<file path="src/rtl/ram_arbiter_pkg.sv">
// Shared types and constants for the RAM arbiter slice.
package ram_arbiter_pkg;

  localparam int MAX_COUNT = 8;
  localparam int IDX_W     = $clog2(MAX_COUNT);

  typedef enum logic [1:0] {
    IDLE      = 2'd0,
    ISSUE     = 2'd1,
    READ_WAIT = 2'd2
  } state_t;

endpackage

</file>
<file path="src/rtl/ram_arbiter_rr_pick.sv">
// Combinational round-robin picker: the search starts one past the last winner and wraps.
module ram_arbiter_rr_pick
  import ram_arbiter_pkg::*;
#(
  parameter int COUNT = 5
) (
  input  logic [COUNT-1:0] req,
  input  logic [IDX_W-1:0] last,
  output logic [COUNT-1:0] grant,
  output logic             valid
);

  logic [IDX_W-1:0] idx;

  always_comb begin
    grant = '0;
    valid = 1'b0;
    idx   = '0;
    for (int i = 1; i <= COUNT; i++) begin
      idx = IDX_W'((int'(last) + i) % COUNT);
      if (!valid && req[idx]) begin
        grant[idx] = 1'b1;
        valid      = 1'b1;
      end
    end
  end

endmodule

</file>
<file path="src/rtl/ram_arbiter.sv">
// Multi-requester front end for a single-command RAM controller, one transaction in flight.
// Define RAM_ARBITER_PRIORITY_EN to let requester COUNT-1 take priority, alternating with the round-robin set.
module ram_arbiter
  import ram_arbiter_pkg::*;
#(
  parameter int COUNT  = 5,
  parameter int ADDR_W = 21,
  parameter int DATA_W = 16
) (
  input  logic                    CLK,
  input  logic                    RESET_n,
  input  logic [COUNT-1:0]        REQ,
  input  logic [COUNT-1:0]        WE,
  input  logic [COUNT*ADDR_W-1:0] ADDR,
  input  logic [COUNT*DATA_W-1:0] WDATA,
  output logic [COUNT-1:0]        ACK,
  output logic [DATA_W-1:0]       RDATA,
  output logic                    RAM_REQ,
  output logic                    RAM_WE,
  output logic [ADDR_W-1:0]       RAM_ADDR,
  output logic [DATA_W-1:0]       RAM_WDATA,
  input  logic                    RAM_ACK,
  input  logic                    RAM_RVALID,
  input  logic [DATA_W-1:0]       RAM_RDATA
);

  localparam logic [COUNT-1:0] ONE = {{(COUNT-1){1'b0}}, 1'b1};

  state_t           state;
  logic [IDX_W-1:0] last;
  logic [IDX_W-1:0] winner;
  logic [IDX_W-1:0] pick_idx;
  logic [COUNT-1:0] rr_req;
  logic [COUNT-1:0] rr_grant;
  logic [COUNT-1:0] grant;
  logic             rr_valid;
  logic             grant_valid;

  ram_arbiter_rr_pick #(.COUNT(COUNT)) u_pick (
    .req   (rr_req),
    .last  (last),
    .grant (rr_grant),
    .valid (rr_valid)
  );

`ifdef RAM_ARBITER_PRIORITY_EN
  localparam logic [COUNT-1:0] TOP_BIT = {1'b1, {(COUNT-1){1'b0}}};
  logic prio_last;

  assign rr_req = REQ & ~TOP_BIT;

  // The priority requester yields once after each win so the others are not starved.
  always_comb begin
    grant       = rr_grant;
    grant_valid = rr_valid;
    if (REQ[COUNT-1] && (!prio_last || !rr_valid)) begin
      grant       = TOP_BIT;
      grant_valid = 1'b1;
    end
  end
`else
  assign rr_req      = REQ;
  assign grant       = rr_grant;
  assign grant_valid = rr_valid;
`endif

  always_comb begin
    pick_idx = '0;
    for (int i = 0; i < COUNT; i++) begin
      if (grant[i]) pick_idx = IDX_W'(i);
    end
  end

  // No pick while an ACK is out, so a requester still holding REQ is not reselected that cycle.
  always_ff @(posedge CLK or negedge RESET_n) begin
    if (!RESET_n) begin
      state     <= IDLE;
      RAM_REQ   <= 1'b0;
      RAM_WE    <= 1'b0;
      RAM_ADDR  <= '0;
      RAM_WDATA <= '0;
      ACK       <= '0;
      RDATA     <= '0;
      winner    <= '0;
      last      <= IDX_W'(COUNT - 1);
`ifdef RAM_ARBITER_PRIORITY_EN
      prio_last <= 1'b0;
`endif
    end else begin
      ACK <= '0;
      case (state)
        IDLE: begin
          if (grant_valid && (ACK == '0)) begin
            RAM_REQ   <= 1'b1;
            RAM_WE    <= WE[pick_idx];
            RAM_ADDR  <= ADDR[int'(pick_idx)*ADDR_W +: ADDR_W];
            RAM_WDATA <= WDATA[int'(pick_idx)*DATA_W +: DATA_W];
            winner    <= pick_idx;
            state     <= ISSUE;
`ifdef RAM_ARBITER_PRIORITY_EN
            prio_last <= grant[COUNT-1];
            if (!grant[COUNT-1]) last <= pick_idx;
`else
            last      <= pick_idx;
`endif
          end
        end
        ISSUE: begin
          if (RAM_ACK) begin
            RAM_REQ <= 1'b0;
            if (RAM_WE) begin
              ACK   <= ONE << winner;
              state <= IDLE;
            end else if (RAM_RVALID) begin
              RDATA <= RAM_RDATA;
              ACK   <= ONE << winner;
              state <= IDLE;
            end else begin
              state <= READ_WAIT;
            end
          end
        end
        READ_WAIT: begin
          if (RAM_RVALID) begin
            RDATA <= RAM_RDATA;
            ACK   <= ONE << winner;
            state <= IDLE;
          end
        end
        default: state <= IDLE;
      endcase
    end
  end

endmodule

</file>
<file path="config.mk">
export PLATFORM = sky130hd
export DESIGN_NAME = ram_arbiter
export DESIGN_NICKNAME = d
export VERILOG_FILES = /design/src/rtl/ram_arbiter_pkg.sv /design/src/rtl/ram_arbiter_rr_pick.sv /design/src/rtl/ram_arbiter.sv
export SDC_FILE = /design/constraint.sdc
export NUM_CORES = 1
export LEC_CHECK = 0
export ABC_AREA = 1
export BUFFER_PORTS_ARGS = -buffer_cell sky130_fd_sc_hd__clkbuf_2
export CORE_ASPECT_RATIO = 1.2
export CORE_MARGIN = 2
export CORE_UTILIZATION = 55
export CTS_BUF_LIST = sky130_fd_sc_hd__clkbuf_4 sky130_fd_sc_hd__clkbuf_8
export DETAILED_ROUTE_END_ITERATION = 12
export MAX_ROUTING_LAYER = met4
export PLACE_DENSITY = 0.95
export SLEW_MARGIN = 15
export SYNTH_ARGS = -nofsm -noshare
export SYNTH_HDL_FRONTEND = slang
export SYNTH_SLANG_ARGS = --single-unit
export TNS_END_PERCENT = 10
</file>
<file path="constraint.sdc">
create_clock -name CLK -period 13.2 [get_ports CLK]
set_clock_uncertainty 0.05 [all_clocks]
set_input_delay 1.32 -clock CLK [delete_from_list [all_inputs] [get_ports CLK]]
set_output_delay 1.32 -clock CLK [all_outputs]
set_load 0.005 [all_outputs]
</file>
==> impl_metrics.csv, run 1 <==
group,metric,value,unit
global_route,grt_max_degree,79,
critical_path,rr_startpoint,"last[0]",
floorplanning,start_util,55.7,%
yosys,synth-seq-cells,66,
global_route,grt_overflow,0,
clock_tree,clk_pin_slew,80,ps
critical_path,cp-start-kind,"flip-flop",
detailed_routing,viasPerCell,5.36,
global_route,grt_pass1_vias,7329,
critical_path,r2r-end,"RAM_ADDR[14]",
floorplanning,die_x,104,µm
detailed_routing,wl,23100,µm
placed_design,dp_hpwl,17800,µm
yosys,synth_cell_types,33,
worst_hold_path,min_from,"RAM_ADDR[7]",
critical_path,reg2reg_depth,30,
yosys,syn_avg_cell_area,5.95,µm²
detailed_routing,wl_per_cell,15.2,µm
critical_path,crit_top_cell,"nand2_1",
finish,drive_above_1_share,25.1,%
critical_path,worstPathMaxFanout,78,
critical_path,arrival,7290,ps
timing,tns,0,ps
timing,maxSlewHeadroom,34.4,%
clock_tree,ctsHtreeMaxLevel,3,
floorplanning,rows,44,
global_route,grt_pass1_wl,36200,µm
global_route,antenna_found_initial,0,
critical_path,ff2ff_setup_slack,6170,ps
clock_tree,cts_buffers,9,
run,maxCapViolCount,0,
timing,finalCritPeriodShare,53.3,%
timing,timing.fmax,0.142,GHz
timing,setup_viol,0,
yosys,yosys_warnings,0,
floorplanning,pin_count,275,
clock_tree,hold_buffers,0,
yosys,synth_nets,1362,
yosys,syn-instance-count,1118,
detailed_routing,drc,0,
critical_path,endpoint_kind,"flip-flop",
clock_tree,clock-sinks,66,
yosys,syn_area,0.00666,mm²
worst_hold_path,hold_class,"flip-flop to flip-flop",
detailed_routing,first_pass_iters,5,
timing,worst_slew_pin_slew,981,ps
clock_tree,root_buffer,"clkbuf_8",
yosys,yosysSeqAreaShare,24.8,%
critical_path,cp_slowest_stage_delay,790,ps
clock_tree,post_cts_buffers,0,
critical_path,crit_type,"flip-flop to flip-flop",
detailed_routing,vias,8162,
worst_hold_path,min_to,"RAM_ADDR[7]",
timing,grt_setup_unrepaired,"false",
timing,period_needed,7030,ps
worst_hold_path,min_path_cells,2,
floorplanning,chipHeight,125,µm
placed_design,io_buffers,274,
global_route,grtUsageTotal,36.0,%
finish,fin_nets,1601,
critical_path,worst_ep_required_time,13450,ps
critical_path,slowest_stage,"dfrtp_1",
finish,syn_to_final_growth,23.8,%
floorplanning,dieArea,0.0130,mm²
floorplanning,core_area,0.0119,mm²
timing,hold_viol,0,
detailed_routing,drt_iter0_drc,632,
placed_design,place_congestion,0.982,
clock_tree,clkLatencyLatePin,370,ps
clock_tree,cts_tree,"built",
run_status,status,"complete, no violations",
timing,maxSlewViolCount,0,
clock_tree,cts.repair.resized,0,
finish,antenna_cells,0,
detailed_routing,antenna_left,0,
clock_tree,clockBufferDepth,2,
==> area by class of cell <==
type	instances	area, µm²
Sequential cell	66	1650
Tap cell	161	201
Inverter	192	721
Clock buffer	10	138
Timing Repair Buffer	281	1420
Fill cell	1116	3700
Multi-Input combinational cell	807	4020
Clock inverter	6	90.1
==> registers in the layout, summed over array words and instances (netlist names) <==
register and cells:
RAM_REQ 1, RDATA 16, RAM_WE 1, RAM_WDATA 16
winner 1, ACK 5, last 3, RAM_ADDR 21
state 2
==> metal layers <==
metal / up-vias / track usage, % / share of wire (%)
li1: 3960 / - / -
met1: 3670 / 44.9 / 40
met2: 457 / 56.3 / 46
met3: 75 / 8.58 / 9.9
met4: 0 / 14.5 / 4.1
met5: - / - / 0
==> worst max path at each step <==
| stage | startpoint | to | cells past startpoint |
|---|---|---|---|
| finish | last[0] | RAM_ADDR[14] | 30 |
| global route | last[0] | RAM_ADDR[9] | 30 |
| CTS | last[0] | RAM_ADDR[14] | 30 |
| detailed placement | last[0] | RAM_ADDR[14] | 30 |
| global placement | last[0] | RAM_ADDR[14] | 33 |
| floorplan | last[0] | RAM_WDATA[10] | 32 |
==> synth_stat cells <==
cell        n  share of area [%]
nand2_2     7               0.66
buf_2      24                1.8
nand3_2     2               0.30
inv_1     182                 10
nand2_1   322                 18
or2_2       3               0.28
o21ai_0    19                1.4
a21oi_1     9               0.68
and2_1      1              0.094
a21oi_2     2               0.26
nor2_2      3               0.28
buf_6       5               0.85
clkbuf_1   18                1.0
o211ai_1    1               0.11
dfstp_2     1               0.39
ha_1       29                5.5
nand3_1   199                 15
o21a_1      1               0.11
inv_2       7               0.39
dfrtp_1    65                 24
xor2_1      5               0.66
o21ai_2     1               0.13
nor2_4      2               0.34
nand4_1    13                1.2
nor2_1    114                6.4
nor3_1     12               0.90
buf_1       2               0.11
nand3b_1   39                4.4
nor4_1      2               0.19
o21ai_1     5               0.38
mux2_2     16                2.7
buf_4       4               0.45
clkinv_1    3               0.17
==> logic make-up after synthesis <==
family | synth area share [%]
simple gates | 48.2
buf+inv | 15.1
fa+ha+maj | 5.45
compound gates | 3.10
flops | 24.8
mux | 2.71
xor+xnor | 0.658
==> metrics by stage <==
step	cells	instance area [µm²]	util [%]	hold slack (ps)	setup slack (ps)
final	1523	8240	69.0	439	6170
after detailed placement	1507	8020	67.1	414	6380
after global placement	1507	8020	67.1	413	6610
after global routing	1523	8240	69.0	461	5600
after floorplan	1118	6660	-	397	8620
after CTS	1523	8240	69.0	436	6330
==> layout by cell type (no fill, tap or decap), types with 10 or more instances in the layout <==
master and n:
ha_1 29, nand4_1 13, nor3_1 12, mux2_2 16, clkbuf_8 10, nor2_1 113
o21ai_0 19, dfrtp_1 65, nand2_1 322, nand3_1 199, clkbuf_2 273, nand3b_1 39
inv_1 182
==> worst max-delay path, delay by kind of cell (launching register included) <==
| kind | cells | cell delay (ps) |
|---|---|---|
| xor gates and xnor gates | 1 | 250 |
| adders and majority gates | 3 | 1090 |
| buffers and inverters | 5 | 1810 |
| DFF | 1 | 790 |
| and+or+nand+nor | 21 | 2940 |
Power of run 1 is not shown: default switching activity piles up to over one toggle a cycle in this logic, so the estimate is an artifact.
==> inputs of run 2 (changes only) <==
--- a/config.mk
+++ b/config.mk
@@ -9,11 +9,11 @@
 export BUFFER_PORTS_ARGS = -buffer_cell sky130_fd_sc_hd__clkbuf_2
 export CORE_ASPECT_RATIO = 1.2
 export CORE_MARGIN = 2
-export CORE_UTILIZATION = 55
+export CORE_UTILIZATION = 51
 export CTS_BUF_LIST = sky130_fd_sc_hd__clkbuf_4 sky130_fd_sc_hd__clkbuf_8
 export DETAILED_ROUTE_END_ITERATION = 12
 export MAX_ROUTING_LAYER = met4
-export PLACE_DENSITY = 0.95
+export PLACE_DENSITY = 0.91
 export SLEW_MARGIN = 15
 export SYNTH_ARGS = -nofsm -noshare
 export SYNTH_HDL_FRONTEND = slang
==> constraint.sdc (replaced) <==
create_clock -name CLK -period 7.4 [get_ports CLK]
set_clock_uncertainty 0.05 [all_clocks]
set_input_delay 0.74 -clock CLK [delete_from_list [all_inputs] [get_ports CLK]]
set_output_delay 0.74 -clock CLK [all_outputs]
set_load 0.005 [all_outputs]
==> run 2 against run 1 <==
  * Via count is 1.3% lower
  * Maximum frequency is 8.8% higher
  * Non-clock buffer count is 4 higher
  * Core utilization is 4.1 points lower
  * Critical path depth stayed put
  * Design area is 0.15% higher
  * Highest routed layer unchanged
==> impl_metrics.csv, run 2 (synthesized netlist as in run 1, its figures left out) <==
group,metric,value,unit
run_status,status,"complete, no violations",
floorplanning,core_area,0.0127,mm²
global_route,use_met1,42.9,%
detailed_routing,wl,23500,µm
global_route,grt_pass1_vias,7411,
timing,maxSlewViolCount,0,
placed_design,place_congestion,0.990,
detailed_routing,viasPerCell,5.26,
timing,grt_setup_unrepaired,"false",
finish,regMostFlops,"RAM_ADDR",
finish,largest_register_ffs,21,
timing,worst_slack,932,ps
placed_design,io_buffers,274,
finish,fillers,1207,
timing,maxSlewHeadroom,21.9,%
clock_tree,cts_tree,"built",
clock_tree,root_buffer,"clkbuf_8",
timing,tns,0,ps
global_route,grt_overflow,0,
finish,reg_top3,"RAM_ADDR (21), RAM_WDATA (16), RDATA (16)",
floorplanning,rows,45,
critical_path,cp_slowest_stage_delay,780,ps
clock_tree,clkLatencyLatePin,350,ps
global_route,antenna_found_initial,2,
timing,setup_viol,0,
finish,drive_above_1_share,25.3,%
finish,final_cell_mix,"nand2_1 (322), clkbuf_2 (273), nand3_1 (199), inv_1 (182), nor2_1 (113)",
placed_design,dpl.cell_count,1514,
critical_path,crit_type,"flip-flop to flip-flop",
global_route,grt_max_degree,77,
timing,worst_slew_pin_slew,1170,ps
clock_tree,cts.repair.resized,0,
floorplanning,start_util,52.3,%
floorplanning,chipHeight,129,µm
clock_tree,clk_pin_slew,80,ps
clock_tree,post_cts_buffers,0,
detailed_routing,antenna_left,0,
clock_tree,hold_buffers,0,
timing,hold_viol,0,
placed_design,dp_hpwl,18300,µm
finish,layout_commonest_cell,"nand2_1",
clock_tree,ctsHtreeMaxLevel,3,
global_route,grt_pass1_wl,35800,µm
floorplanning,pin_count,275,
finish,syn_to_final_growth,24.0,%
clock_tree,cts_buffers,9,
global_route,gr-max-usage-layer,"met2",
global_route,grtUsageMet2,52.9,%
critical_path,worstPathMaxFanout,47,
detailed_routing,drt_iter0_drc,677,
floorplanning,die_x,108,µm
timing,timing.fmax,0.155,GHz
global_route,grtUsageTotal,34.0,%
detailed_routing,first_pass_iters,5,
run,maxCapViolCount,0,
critical_path,crit_top_cell,"nand2_1",
critical_path,cp-start-kind,"flip-flop",
critical_path,worst_ep_required_time,7640,ps
placed_design,dp_slack,1040,ps
worst_hold_path,hold_class,"flip-flop to flip-flop",
timing,finalCritPeriodShare,87.4,%
critical_path,arrival,6710,ps
critical_path,endpoint_kind,"flip-flop",
detailed_routing,drc,0,
critical_path,slowest_stage,"dfrtp_1",
clock_tree,clockBufferDepth,2,
floorplanning,dieArea,0.0140,mm²
clock_tree,clock-sinks,66,
timing,hold_slack,436,ps
timing,period_needed,6470,ps
global_route,grt_use_met3,5.48,%
finish,fin_nets,1605,
finish,final_cells,1532,
detailed_routing,wl_per_cell,15.3,µm
detailed_routing,vias,8056,
-- run 2: worst max-delay path: cells and delay by family (launching register included) --
kind	cells	cell delay (ps)
xor gates and xnor gates	1	260
adders and majority gates	3	1080
buffers and inverters	5	1500
DFF	1	780
and+or+nand+nor	21	2730
-- run 2: area by class of cell --
type                            instances  area, µm²  share of cell area [%]
Inverter                              192        721                    8.73
Multi-Input combinational cell        807       4020                    48.7
Tap cell                              164        205                    2.49
Clock inverter                          7       77.6                   0.940
Sequential cell                        66       1650                    20.0
Antenna cell                            2       5.00                  0.0606
Timing Repair Buffer                  285       1450                    17.6
Clock buffer                            9        124                    1.50
-- run 2: stage by stage --
stage	area [µm²]	util, %
6_report	8260	64.9
5_1_grt	8260	64.9
4_1_cts	8250	64.8
3_5_place_dp	8050	63.3
3_3_place_gp	8050	63.3
2_1_floorplan	6660	-
-- run 2: path summary, 6_finish.rpt --
| path | from | to | slack [ps] | cells after the start |
|---|---|---|---|---|
| min | RAM_ADDR[8] | RAM_ADDR[8] | 440 | 2 |
| max in group asynchronous | RESET_n | ACK[0] | 6180 | 2 |
| max | last[0] | RAM_ADDR[11] | 930 | 30 |
| max reg2reg | last[0] | RAM_ADDR[11] | 930 | 30 |
| min reg2reg | RAM_ADDR[8] | RAM_ADDR[8] | 440 | 2 |
| min in group asynchronous | RESET_n | RAM_WDATA[13] | 520 | 2 |
-- run 2: layer usage --
layer	share of wire, %	up-vias
met5	0	-
met1	39	3547
met3	10	82
li1	-	3965
met2	46	462
met4	5.2	0
Power of run 2 is left out for the same reason.
